## src/rtl/sample_rom_player.sv

```systemverilog
// Sample ROM player: address counter, prefetch FSM over a req/ack port, and DAC output.
// Optional low-pass audio filter enabled by defining SAMPLE_PLAYER_LPF_EN.
module sample_rom_player #(
  parameter int ROM_AW = 21,
  parameter int SHIFT  = 5
) (
  input  logic              CLK_32M,
  input  logic              reset,
  input  logic              pause,
  input  logic [1:0]        sample_addr_wr,
  input  logic [15:0]       sample_addr,
  input  logic              sample_inc,
  input  logic [7:0]        sample_out,
  output logic [7:0]        sample_in,
  output logic              sample_valid,
  output logic              rom_req,
  output logic [ROM_AW-1:0] rom_addr,
  input  logic              rom_ack,
  input  logic [7:0]        rom_data,
  output logic [15:0]       audio_out,
  output logic              fsm_state
);

  // ROM port handshake: rom_req is a level held with rom_addr stable until a
  // single-cycle rom_ack; rom_data is only meaningful in the rom_ack cycle.
  typedef enum logic {S_IDLE = 1'b0, S_WAIT = 1'b1} state_t;

  localparam int HW = ROM_AW - SHIFT - 8;

  state_t            state;
  logic [ROM_AW-1:0] counter;
  logic [ROM_AW-1:0] cnt_load;
  logic [ROM_AW-1:0] cnt_next;
  logic              cnt_change;
  logic              dirty;

  assign fsm_state = state;

  // Load is applied first so a same-cycle increment lands on the loaded value.
  always_comb begin
    cnt_load = counter;
    if (sample_addr_wr[0]) begin
      cnt_load[SHIFT+7:SHIFT] = sample_addr[7:0];
      cnt_load[SHIFT-1:0]     = '0;
    end
    if (sample_addr_wr[1]) begin
      cnt_load[ROM_AW-1:SHIFT+8] = HW'(sample_addr[15:8]);
    end
    cnt_next   = cnt_load + ROM_AW'(sample_inc);
    cnt_change = (sample_addr_wr != 2'b00) || sample_inc;
  end

  always_ff @(posedge CLK_32M) begin
    if (reset) begin
      state        <= S_IDLE;
      counter      <= '0;
      dirty        <= 1'b1;
      rom_req      <= 1'b0;
      rom_addr     <= '0;
      sample_in    <= 8'h80;
      sample_valid <= 1'b0;
    end else begin
      if (cnt_change) counter <= cnt_next;
      case (state)
        S_IDLE: begin
          if (dirty && !pause) begin
            rom_addr <= counter;
            rom_req  <= 1'b1;
            dirty    <= 1'b0;
            state    <= S_WAIT;
          end
        end
        S_WAIT: begin
          if (rom_ack) begin
            rom_req <= 1'b0;
            state   <= S_IDLE;
            // Data belongs to rom_addr; drop it if the counter moved meanwhile.
            if (!dirty && !cnt_change) begin
              sample_in    <= rom_data;
              sample_valid <= 1'b1;
            end
          end
        end
        default: state <= S_IDLE;
      endcase
      if (cnt_change) begin
        dirty        <= 1'b1;
        sample_valid <= 1'b0;
      end
    end
  end

`ifdef SAMPLE_PLAYER_LPF_EN
  logic [15:0]        dac_val;
  logic [5:0]         tick;
  logic signed [17:0] acc;
  logic signed [17:0] d_ext;
  logic signed [17:0] diff;

  always_comb begin
    d_ext = {{2{dac_val[15]}}, dac_val};
    diff  = d_ext - acc;
  end

  always_ff @(posedge CLK_32M) begin
    if (reset) begin
      dac_val <= '0;
      tick    <= '0;
      acc     <= '0;
    end else begin
      if (sample_inc) dac_val <= {sample_out ^ 8'h80, 8'h00};
      if (!pause) begin
        tick <= tick + 6'd1;
        if (tick == 6'd63) acc <= acc + (diff >>> 3);
      end
    end
  end

  assign audio_out = acc[15:0];
`else
  always_ff @(posedge CLK_32M) begin
    if (reset) begin
      audio_out <= '0;
    end else if (sample_inc) begin
      audio_out <= {sample_out ^ 8'h80, 8'h00};
    end
  end
`endif

endmodule

```

## config.mk

```make
export PLATFORM = sky130hd
export DESIGN_NAME = sample_rom_player
export DESIGN_NICKNAME = d
export VERILOG_FILES = /design/src/rtl/sample_rom_player.sv
export SDC_FILE = /design/constraint.sdc
export NUM_CORES = 1
export LEC_CHECK = 0
export BUFFER_PORTS_ARGS = -buffer_cell sky130_fd_sc_hd__clkbuf_2
export CAP_MARGIN = 10
export CORE_MARGIN = 2
export CORE_UTILIZATION = 40
export DETAILED_ROUTE_END_ITERATION = 7
export GPL_ROUTABILITY_DRIVEN = 0
export HOLD_SLACK_MARGIN = 0.05
export PLACE_DENSITY = 0.71
export SYNTH_ARGS = -nofsm -noshare
export SYNTH_HDL_FRONTEND = slang
export SYNTH_SLANG_ARGS = --single-unit
```

## constraint.sdc

```tcl
create_clock -name CLK_32M -period 2.9 [get_ports CLK_32M]
set_clock_uncertainty 0.05 [all_clocks]
set_input_delay 0.29 -clock CLK_32M [delete_from_list [all_inputs] [get_ports CLK_32M]]
set_output_delay 0.29 -clock CLK_32M [all_outputs]
set_load 0.01 [all_outputs]
```

# Word level (Yosys, flattened, before mapping)
# Index checks and enable logic that the tools add are counted.
# totals
reg_bits,62
inputBits,39
output_inout_bits,48
elab_cells,32
# op_classes
add_sub_neg,1
n_eq_ne,2
n_mux,8
bitwise,2
n_reduce_logical,11
# op_table
cell,count
21-bit by 1-bit adder with 21-bit output,1
13-bit 2-to-1 mux,1
8-bit 2-to-1 mux,1
1-bit 2-to-1 mux,4
2-bit != test (second input constant),2
1-bit case mux with 2 select lines,2
2-bit AND reduction,2
1-bit logical NOT,3
3-bit AND reduction,1
1-bit logical AND,2
1-bit NOT,2
2-bit nonzero test,1
2-bit OR reduction,1
1-bit logical OR,1

# Logic depth before layout (Yosys ltp)
# logic_depth
depth_word,5
depth_mapped,9
depth_no_buf,7

# Worst setup path before layout
# No wires, ideal clock.
# synth_path
path_type,input to register
startpoint,in sample_addr_wr[0]
endpoint,reg counter[8]
setup_ps,71
t_arrival_ps,2096
required_ps,2779
setup_slack_ps,683
path_stages,9
n_path_buf,2
cell_sequence,buf_6 clkbuf_1 nor2b_1 ha_1 o21a_1 or4b_2 xnor2_1 nand2_1 a21oi_1
# synth_via
elab_chain_cells,2
word_cells_on_any_way,4
cone_classes,add/sub: 1; mux: 1; reduce/logical: 2
# synth_rtl
item,line_no,text
from (decl),10,"input logic [1:0] sample_addr_wr,"
13-bit 2-to-1 mux or 2-bit nonzero test (tied branches),"42, 50",
21-bit by 1-bit adder with 21-bit output or 1-bit logical OR (tied branches),"49, 50",
to (signal assigned),63,if (cnt_change) counter <= cnt_next;
to (decl),31,logic [ROM_AW-1:0] counter;
# Parallel ways exist; a longest one is shown, timed or not.
# A chain may end at the register's enable or synchronous reset.

# Final worst setup path
# layout_path
startpoint,reg counter[0]
endpoint,reg counter[8]
# layout_via
elab_chain_cells,2
# layout_rtl
item,line_no,text
13-bit 2-to-1 mux,42,if (sample_addr_wr[0]) begin
21-bit by 1-bit adder with 21-bit output,49,cnt_next = cnt_load + ROM_AW'(sample_inc);
# Every way passes these cells.

==> impl_metrics.csv <==
group,metric,value,unit
flow_run,cap_violations,0,
clocking,cts_tree,"done",
power,clockPowerShare,40.1,%
route,drcViolationCount,0,
power,sw_frac_of_total,24.67,%
route,via_per_inst,4.977,
synthesis,synth_edf_count,0,
worst_hold_path,hold_path.class,"in -> reg",
clocking,cts_setup_buffers,0,
synthesis,synth_xor_area_share,3.931,%
power,power_density,530.8,nW/µm²
layout,fin_nets,454,
synthesis,synth_top_family_by_area,"simple AND/OR/NAND/NOR gates",
clocking,cts_sinks,62,
placed_design,dp_hpwl,4.834,mm
floorplanning,die_width,89.10,µm
route,drt_wl_total,6.720,mm
global_routing,gr-total-overflow,0,
route,ant_nets,0,
worst_setup_path,crit_type,"reg -> reg",
timing,layout_min_cycle_time,2.165,ns
worst_setup_path,required,3.11,ns
synthesis,synth_area_per_cell,8.544,µm²
synthesis,synthTopCellsByArea,"dfxtp_1 (43%), nand2_1 (8.4%), mux2i_1 (7.6%)",
placed_design,numPortBuffers,78,
route,dr.pass1.iters,4,
timing,fin_crit_sh,74.66,%
power,p_switching,462.3,µW
floorplanning,initial_utilization,40.59,%
global_routing,antenna_found_initial,0,
synthesis,yosysSeqAreaShare,42.85,%
timing,setup_tns,0,ns
layout,syn_to_final_growth,21.86,%
synthesis,netlist_area,2897,µm²
worst_setup_path,cp-start-kind,"register",
route,vias,2573,
synthesis,synthFlopType,"dfxtp_1",
timing,grt_setup_unrepaired,"no",
synthesis,muxShareOfSynthArea,8.855,%
floorplanning,io_pins,87,
clocking,cts_buffers,9,
floorplanning,dieArea,7938,µm²
clocking,cts-root-buf,"clkbuf_8",
floorplanning,die_h,89.10,µm
clocking,cts_buffer_depth,2,
layout,layout-drive-gt1-share,26.79,%
route,avgRoutedWirePerCell,13.00,µm
global_routing,grt_max_degree,59,
worst_setup_path,critPathMaxFanout,6,
power,combPwrFrac,11.1,%
clocking,insertion_delay,0.33,ns
timing,final-hold-violation-count,0,
synthesis,synth_seq_cells,62,
synthesis,synth_adder_area_share,0.8639,%
global_routing,grt_first_pass_wirelength,11.08,mm
synthesis,synth_cell_types,53,
power,peakVddDrop,0.2448,mV
synthesis,synthCells,339,
synthesis,synth_compound_area_share,13.09,%
global_routing,gr-usage-all-layers,17.96,%
layout,final_cells,517,
timing,worst_pin_slew,0.8054,ns
timing,finalSetupViolations,0,
timing,drv_slew,0,
worst_setup_path,crit_arrival,2.38,ns
synthesis,async_flop_share,0,%
timing,fmax,0.4618,GHz
worst_setup_path,end_kind,"register",
route,drt_iter0_markers,129,
synthesis,yosys.area_share.simple,24.36,%
power,power.internal,1411,µW
floorplanning,rows,31,
timing,max_slew_margin,46.18,%
power,power_frac_seq,48.8,%
placed_design,dp_cells,501,
clocking,cts.htree.levels,3,
global_routing,grt_pass1_vias,2394,
layout,antenna_cells,0,
clocking,path_clk_slew,0.07,ns
synthesis,netlist.top_cell.by_area,"dfxtp_1",
synthesis,yosysTopAreaCellShare,42.85,%
status,status,"complete, no violations",
synthesis,yosysWarnings,0,
clocking,ctsHoldBuffers,0,
power,p_leak,0.001481,µW
clocking,post_cts_resized,0,
floorplanning,core,7137,µm²
==> layout by cell type (no fill, tap or decap), types with 2 or more instances in the layout <==
cell type   n
nor2b_1     3
mux2_2      2
nand2b_1    2
and3_1      2
a32o_1      3
nor2_1     34
nand2_1    65
nand3_1    10
xnor2_1    10
mux2i_1    22
buf_4       6
nor4_1      2
conb_1      8
nor3_1      6
nand3b_1    2
a211oi_1    6
clkbuf_2   78
and2_1      2
o41ai_1     2
a21oi_1    30
clkbuf_8   11
nand4_1     4
inv_1       5
dfxtp_1    62
clkinv_2    3
ha_1        2
o21ai_0     6
o21a_1      2
xor2_1      3
==> worst paths after layout <==
path / from / end / slack, ns / cells after the start
max: counter[0]$_SDFFE_PP0P_ / counter[8]$_SDFFE_PP0P_ / 0.73 / 7
min: sample_out[7] / audio_out[15]$_SDFFE_PP0P_ / 0.09 / 2
max reg2reg: counter[0]$_SDFFE_PP0P_ / counter[8]$_SDFFE_PP0P_ / 0.73 / 7
min reg2reg: rom_addr[5]$_SDFFE_PP0P_ / rom_addr[5]$_SDFFE_PP0P_ / 0.40 / 2
==> layout make-up <==
type | count | area (µm²)
clock inverter | 4 | 45.04
fill | 736 | 3607
timing repair buffer | 84 | 435.4
inverter | 5 | 18.77
tap | 99 | 123.9
sequential | 62 | 1241
clock buffer | 12 | 155.1
multi-input combinational | 251 | 1510
==> Yosys cell counts, types with 4 or more instances <==
| master | count |
|---|---|
| nand2_1 | 65 |
| dfxtp_1 | 62 |
| nor2_1 | 34 |
| a21oi_1 | 30 |
| mux2i_1 | 22 |
| nand3_1 | 10 |
| xnor2_1 | 10 |
| buf_4 | 9 |
| clkbuf_1 | 9 |
| a211oi_1 | 6 |
| nor3_1 | 6 |
| o21ai_0 | 6 |
| buf_2 | 5 |
| inv_1 | 5 |
| buf_1 | 4 |
| nand4_1 | 4 |
==> power groups by stage <==
stage | logic [µW] | clock network [µW] | registers, µW
floorplan | 135 | 0 | 936
global placement | 204 | 0 | 933
detailed placement | 208 | 0 | 934
CTS | 208 | 779 | 915
global route | 233 | 818 | 920
finish | 207 | 751 | 915
==> worst max-delay path, cell delays in order (launching register included) <==
cell and delay [ns]:
dfxtp_1 0.34, nor2b_1 0.19, ha_1 0.29, o21a_1 0.22, or4b_2 0.64, xnor2_1 0.16
nand2_1 0.07, a21oi_1 0.14
==> state kept, by name, indices dropped and copies added (netlist names) <==
register and cells:
sample_valid 1, rom_req 1, rom_addr 21, audio_out 8, dirty 1, fsm_state 1, sample_in 8, counter 21
==> cells by family (layout without fill, tap and decap cells) <==
logic type / Yosys count / in the layout
compound gates: 58 / 58
xor+xnor: 13 / 13
fa+ha+maj: 2 / 2
buf+inv: 33 / 105
flops: 62 / 62
mux: 25 / 25
other cells: 1 / 8
simple gates: 145 / 145
==> stage by stage <==
stage | worst slack (ns) | utilization (%) | cell area, µm² | hold WS (ns) | power (µW)
final | 0.7347 | 49.46 | 3530 | 0.08554 | 1874
after global routing | 0.5399 | 49.46 | 3530 | 0.07791 | 1971
after CTS | 0.7283 | 49.46 | 3530 | 0.06534 | 1902
after detailed placement | 0.6297 | 46.65 | 3329 | 0.3963 | 1142
after global placement | 0.7282 | 46.65 | 3329 | 0.3944 | 1137
after floorplan | 0.6833 | - | 2923 | 0.3401 | 1071
==> per-layer routing <==
metal	vias up	GRT usage [%]	routed length [µm]	share of wire [%]
met5	-	0	0	0
li1	1305	-	-	-
met4	0	10.45	212	3.2
met3	18	4.617	457	6.8
met2	89	27.07	2979	44
met1	1161	23.22	3070	46
Power figures use the tool's default switching activity.
